==> src/rtl/msrv32_decode_pkg.sv <==
// Shared constants and opcode decode for the msrv32 decode stage.
package msrv32_decode_pkg;

    localparam logic [6:0] OPC_LOAD   = 7'b0000011;
    localparam logic [6:0] OPC_OPIMM  = 7'b0010011;
    localparam logic [6:0] OPC_JALR   = 7'b1100111;
    localparam logic [6:0] OPC_FENCE  = 7'b0001111;
    localparam logic [6:0] OPC_STORE  = 7'b0100011;
    localparam logic [6:0] OPC_BRANCH = 7'b1100011;
    localparam logic [6:0] OPC_LUI    = 7'b0110111;
    localparam logic [6:0] OPC_AUIPC  = 7'b0010111;
    localparam logic [6:0] OPC_JAL    = 7'b1101111;
    localparam logic [6:0] OPC_SYSTEM = 7'b1110011;
    localparam logic [6:0] OPC_OP     = 7'b0110011;

    localparam logic [2:0] IMM_NONE = 3'b000;
    localparam logic [2:0] IMM_I    = 3'b001;
    localparam logic [2:0] IMM_S    = 3'b010;
    localparam logic [2:0] IMM_B    = 3'b011;
    localparam logic [2:0] IMM_U    = 3'b100;
    localparam logic [2:0] IMM_J    = 3'b101;
    localparam logic [2:0] IMM_Z    = 3'b110;

    localparam logic [31:0] NOP = 32'h0000_0013;

    typedef struct packed {
        logic [2:0] imm_type;
        logic       illegal;
    } dec_t;

    // One buffered instruction with its decode results stored alongside.
    typedef struct packed {
        logic [31:0] instr;
        logic [31:0] pc;
        logic [2:0]  imm_type;
        logic        illegal;
    } entry_t;

    // Opcode -> immediate type; f3_msb is instr[14], selecting the CSR zimm form.
    function automatic dec_t decode_op(input logic [6:0] opcode, input logic f3_msb);
        dec_t d;
        d.imm_type = IMM_NONE;
        d.illegal  = 1'b0;
        case (opcode)
            OPC_LOAD, OPC_OPIMM, OPC_JALR, OPC_FENCE: d.imm_type = IMM_I;
            OPC_STORE:            d.imm_type = IMM_S;
            OPC_BRANCH:           d.imm_type = IMM_B;
            OPC_LUI, OPC_AUIPC:   d.imm_type = IMM_U;
            OPC_JAL:              d.imm_type = IMM_J;
            OPC_SYSTEM:           d.imm_type = f3_msb ? IMM_Z : IMM_I;
            OPC_OP:               d.imm_type = IMM_NONE;
            default:              d.illegal  = 1'b1;
        endcase
        return d;
    endfunction

endpackage

==> src/rtl/msrv32_decode_ctrl_imm_gen.sv <==
// Immediate generator: expands instr[31:7] into a 32-bit immediate by type.
import msrv32_decode_pkg::*;

module msrv32_imm_generator (
    input  logic [31:7] instr,
    input  logic [2:0]  imm_type,
    output logic [31:0] imm
);

    // Pure combinational select; unknown/none types yield zero.
    always_comb begin
        imm = 32'h0;
        case (imm_type)
            IMM_I: imm = {{20{instr[31]}}, instr[31:20]};
            IMM_S: imm = {{20{instr[31]}}, instr[31:25], instr[11:7]};
            IMM_B: imm = {{19{instr[31]}}, instr[31], instr[7], instr[30:25], instr[11:8], 1'b0};
            IMM_U: imm = {instr[31:12], 12'h000};
            IMM_J: imm = {{11{instr[31]}}, instr[31], instr[19:12], instr[20], instr[30:21], 1'b0};
            IMM_Z: imm = {27'h0, instr[19:15]};
            default: imm = 32'h0;
        endcase
    end

endmodule

==> src/rtl/msrv32_decode_ctrl.sv <==
// Decode-stage controller: two-entry skid buffer between fetch and execute,
// with decode on capture, registered ready, flush and a saturating stall counter.
import msrv32_decode_pkg::*;

module msrv32_decode_ctrl #(
    parameter int          CNT_W    = 16,
    parameter logic [31:0] RESET_PC = 32'h0000_0000
) (
    input  logic             clk_in,
    input  logic             rst_in,
    input  logic [31:0]      instr_in,
    input  logic [31:0]      pc_in,
    input  logic             valid_in,
    output logic             ready_out,
    input  logic             flush_in,
    output logic             valid_out,
    input  logic             ready_in,
    output logic [31:0]      instr_out,
    output logic [31:0]      pc_out,
    output logic [2:0]       imm_type_out,
    output logic [31:0]      imm_out,
    output logic             illegal_out,
    output logic [CNT_W-1:0] stall_cnt_out
);

    entry_t           head, skid, incoming;
    logic             head_valid, skid_valid, ready_q;
    logic             head_valid_n, skid_valid_n;
    logic             load_head, load_skid, move_skid;
    logic             accept, pop;
    logic [CNT_W-1:0] stall_cnt;
    dec_t             dec_in;

    assign dec_in   = decode_op(instr_in[6:0], instr_in[14]);
    assign incoming = '{instr: instr_in, pc: pc_in,
                        imm_type: dec_in.imm_type, illegal: dec_in.illegal};

    assign accept = valid_in & ready_q;
    assign pop    = head_valid & ready_in;

    // Buffer control: decide valid bits and which payload moves this edge.
    always_comb begin
        head_valid_n = head_valid;
        skid_valid_n = skid_valid;
        load_head    = 1'b0;
        load_skid    = 1'b0;
        move_skid    = 1'b0;
        if (flush_in) begin
            head_valid_n = 1'b0;
            skid_valid_n = 1'b0;
        end else if (skid_valid) begin
            // ready_q is low here, so no accept can coincide with the drain.
            if (pop) begin
                move_skid    = 1'b1;
                skid_valid_n = 1'b0;
            end
        end else if (accept) begin
            if (!head_valid || pop) begin
                load_head    = 1'b1;
                head_valid_n = 1'b1;
            end else begin
                load_skid    = 1'b1;
                skid_valid_n = 1'b1;
            end
        end else if (pop) begin
            head_valid_n = 1'b0;
        end
    end

    // Valid bits and the registered ready (mirror of the next skid state).
    always_ff @(posedge clk_in) begin
        if (rst_in) begin
            head_valid <= 1'b0;
            skid_valid <= 1'b0;
            ready_q    <= 1'b1;
        end else begin
            head_valid <= head_valid_n;
            skid_valid <= skid_valid_n;
            ready_q    <= ~skid_valid_n;
        end
    end

    // Payload registers; they only change on capture, so they hold otherwise.
    always_ff @(posedge clk_in) begin
        if (rst_in) begin
            head <= '{instr: NOP, pc: RESET_PC, imm_type: IMM_NONE, illegal: 1'b0};
            skid <= '{instr: NOP, pc: RESET_PC, imm_type: IMM_NONE, illegal: 1'b0};
        end else begin
            if (load_head)      head <= incoming;
            else if (move_skid) head <= skid;
            if (load_skid)      skid <= incoming;
        end
    end

    // Stall-cycle counter, saturating; only reset clears it.
    always_ff @(posedge clk_in) begin
        if (rst_in)
            stall_cnt <= '0;
        else if (head_valid && !ready_in && stall_cnt != {CNT_W{1'b1}})
            stall_cnt <= stall_cnt + 1'b1;
    end

    msrv32_imm_generator u_imm (
        .instr    (head.instr[31:7]),
        .imm_type (head.imm_type),
        .imm      (imm_out)
    );

    assign ready_out     = ready_q;
    assign valid_out     = head_valid;
    assign instr_out     = head.instr;
    assign pc_out        = head.pc;
    assign imm_type_out  = head.imm_type;
    assign illegal_out   = head.illegal;
    assign stall_cnt_out = stall_cnt;

endmodule

==> config.mk <==
export PLATFORM = sky130hd
export DESIGN_NAME = msrv32_decode_ctrl
export DESIGN_NICKNAME = d
export VERILOG_FILES = /design/src/rtl/msrv32_decode_pkg.sv /design/src/rtl/msrv32_decode_ctrl_imm_gen.sv /design/src/rtl/msrv32_decode_ctrl.sv
export SDC_FILE = /design/constraint.sdc
export NUM_CORES = 1
export LEC_CHECK = 0
export ABC_AREA = 1
export CAP_MARGIN = 40
export CORE_ASPECT_RATIO = 1.2
export CORE_MARGIN = 5
export CORE_UTILIZATION = 43
export DETAILED_ROUTE_END_ITERATION = 8
export HOLD_SLACK_MARGIN = 0.1
export MAX_ROUTING_LAYER = met4
export PLACE_DENSITY = 0.83
export SLEW_MARGIN = 20
export SYNTH_ARGS = -nofsm -noshare
export SYNTH_HDL_FRONTEND = slang
export SYNTH_SLANG_ARGS = --single-unit
==> constraint.sdc <==
create_clock -name clk_in -period 1.37 [get_ports clk_in]
set_input_delay 0.274 -clock clk_in [delete_from_list [all_inputs] [get_ports clk_in]]
set_output_delay 0.274 -clock clk_in [all_outputs]
set_load 0.05 [all_outputs]
==> flow_metrics.py <==
metrics = {
    "status": {
        "status": "complete, but fails checks",
        "violations": "setup timing",
    },
    "sta": {
        "fin_crit_sh_pct": 154,
        "hold_ws_ps": 232,
        "max_freq_mhz": 475,
        "slew_viol_final": 0,
        "hold_viol": 0,
        "finalCriticalPeriod_ps": 2110,
        "fin_ws_ps": -737,
        "rsz0062_at_grt": "yes",
        "worst_pin_slew_ps": 551,
        "setup_violations": 124,
        "fin_worst_skew_ps": 14.0,
        "relSlewSlack_pct": 63.2,
    },
    "clock_tree": {
        "cts.sinks": 155,
        "root_buffer": "clkbuf_16",
        "cts-buffers-inserted": 17,
        "insertion_delay_ps": 430,
        "htree_num_levels": 4,
        "cts_tree": "yes",
        "clk_pin_slew_ps": 60,
        "ctsHoldBuffers": 0,
        "cts_buffer_depth": 2,
    },
    "global_route": {
        "grt_first_pass_wirelength_um": 36500,
        "grt_usage_pct": 25.9,
        "grt-ovfl-total": 0,
        "antenna_found_initial": 0,
        "grt_max_degree": 51,
        "grt_pass1_vias": 7198,
    },
    "synthesis": {
        "synthArstFlopShare_pct": 0,
        "synth_top_flop_cell": "dfxtp_1",
        "yosysTopAreaCell": "dfxtp_1",
        "synth_cells": 873,
        "synth-seq-cells": 155,
        "synth-edff-count": 0,
        "syn_nets": 943,
        "synthTopCellsByCount": "nand2_1 (207), dfxtp_1 (155), nor2_1 (121), a21oi_1 (103), o221ai_1 (65)",
        "synth_area_mm2": 0.00663,
        "synth_area_leaders": "dfxtp_1 (47%), nand2_1 (12%), o221ai_1 (8.6%), a21oi_1 (7.8%), nor2_1 (6.8%)",
        "synth.avg_cell_area_um2": 7.60,
        "yosysUniqueCellTypes": 36,
        "ys_seq_area_share_pct": 46.8,
        "synth_top_cell_area_share_pct": 46.8,
        "synth_most_common_cell": "nand2_1",
        "synth_warnings": 0,
    },
    "setup_path": {
        "critPathCaptureType": "output pin",
        "cp.required_ps": 1100,
        "worstPathMaxFanout": 4,
        "rr_worst_depth": 8,
        "start_kind": "register",
        "path_class": "reg2out",
        "worst-r2r-setup-slack_ps": -240,
        "r2r_start": "valid_out",
        "crit_arrival_ps": 1830,
        "reg2reg_to": "imm_type_out[2]",
    },
    "drt": {
        "top_layer": "met4",
        "wirelength_um": 32600,
        "wl_met3_um": 3080,
        "drc": 0,
        "dr.pass1.iters": 6,
        "drtIter0Drc": 1034,
        "ant_nets": 0,
        "wl_per_cell_um": 23.8,
        "vias": 8440,
        "route.met2.wl_um": 16100,
        "vias_per_cell": 6.18,
        "wl_met1_um": 10700,
    },
    "placement": {
        "dp_slack_ps": -502,
        "portBuffers": 186,
        "place.gp.congestion": 0.861,
        "hpwl_um": 15700,
    },
    "die": {
        "ios": 187,
        "core_mm2": 0.0151,
        "start_util_pct": 44.0,
        "dieArea_mm2": 0.0180,
        "die_w_um": 123,
        "placementRows": 49,
        "die_h_um": 146,
    },
    "power": {
        "p_per_area_mw_per_mm2": 911,
        "leakage_nw": 4.98,
        "ir_drop_v": 0.000742,
    },
    "cells_and_area": {
        "syn2layout_area_growth_pct": 93.3,
        "antenna_cells": 0,
        "drive_gt1_share_pct": 44.4,
        "final_nets": 1221,
    },
    "min_path": {
        "hold_class": "in2reg",
        "worstHoldEndpoint": "skid_valid",
        "hp-start": "rst_in",
        "whs_path_depth": 2,
    },
    "job": {
        "cap_violations": 0,
    },
}
==> sequential cells by signal, indices dropped and copies added (netlist names) <==
signal and flops:
instr_out 32, ready_out 1, illegal_out 1, pc_out 32
valid_out 1, skid_valid 1, skid 68, stall_cnt_out 16
imm_type_out 3
==> cells by family (layout without fill, tap and decap cells) <==
| kind of cell | Yosys count | after routing | synth area share [%] |
|---|---|---|---|
| AND/OR/NAND/NOR | 367 | 371 | 22.7 |
| adder cells (fa/ha/maj) | 1 | 1 | 0.189 |
| XOR/XNOR | 10 | 10 | 1.32 |
| buffers and inverters | 119 | 404 | 7.49 |
| AO/OA/AOI/OAI | 221 | 221 | 21.6 |
| flip-flops | 155 | 155 | 46.8 |
==> cell type report <==
type                       count  area [µm²]
fill                         709        2260
inverter                      65         285
sequential                   155        3180
multi-input combinational    603        4250
clock buffer                  23         498
clock inverter                 7        41.3
tap                          204         255
timing repair buffer         309        4310
==> critical path: stages (launching register included) <==
cell and delay, ps:
dfxtp_4 380, inv_4 100, nand2_4 80, nor2_4 160, buf_4 130, buf_4 90
nand2_1 80, o211ai_1 130, buf_4 250
==> timing repair <==
action                                  CTS  global route
endpoints found under the setup margin  133           156
hold endpoints to repair                  0             0
pin swaps                                12            73
cloned                                    4            23
gates resized for setup                  65           221
buffers inserted                          4            15
==> where the power goes <==
part | total, mW | internal [mW] | switching (mW)
logic | 2.42 | 1.10 | 1.31
clock network | 4.41 | 2.53 | 1.88
registers | 4.86 | 4.65 | 0.210
total | 11.7 | 8.28 | 3.41
==> through the flow <==
stage / util, % / power [mW] / setup TNS [ps] / std cells / instance area, µm²
after global routing: 85.0 / 12.0 / -34560 / 1366 / 12800
after CTS: 74.8 / 11.2 / -16500 / 1330 / 11300
after floorplan: - / 5.78 / -13090 / 873 / 6900
after global placement: 69.2 / 6.86 / -54610 / 1292 / 10400
after detailed placement: 69.2 / 6.90 / -63460 / 1292 / 10400
final: 85.0 / 11.7 / -29070 / 1366 / 12800
==> per-layer routing <==
metal / up-vias / track usage [%]
met5: - / -
met1: 3964 / 30.3
met4: 0 / 13.4
met3: 269 / 4.26
met2: 681 / 42.4
li1: 3526 / -
==> how the worst max path moves through the flow <==
| stage | startpoint | to | depth (start not counted) |
|---|---|---|---|
| after CTS | imm_type_out[1] | imm_out[28] | 6 |
| final | imm_type_out[2] | imm_out[11] | 8 |
| after detailed placement | flush_in | instr_out[24] | 7 |
| after floorplan | imm_type_out[1] | imm_out[11] | 5 |
| after global routing | imm_type_out[0] | imm_out[11] | 7 |
| after global placement | flush_in | instr_out[18] | 7 |
==> layout by cell type, fill, tap and decap left out, drive strengths merged <==
| cell type | instances |
|---|---|
| nand3 | 19 |
| inv | 62 |
| o211ai | 17 |
| o21a | 1 |
| and2 | 1 |
| xor2 | 6 |
| nor2 | 125 |
| dfxtp | 155 |
| xnor2 | 4 |
| nand2 | 219 |
| a21oi | 109 |
| clkdlybuf4s50 | 64 |
| ha | 1 |
| o2111ai | 1 |
| nor3 | 1 |
| o21ai | 23 |
| buf | 230 |
| o22ai | 3 |
| clkbuf | 35 |
| clkinv | 8 |
| nor4 | 1 |
| clkinvlp | 2 |
| o221ai | 65 |
| a211oi | 1 |
| a22oi | 1 |
| nand3b | 1 |
| nand4 | 4 |
| dlymetal6s2s | 3 |
No activity file was read; power rests on OpenSTA's default activity.
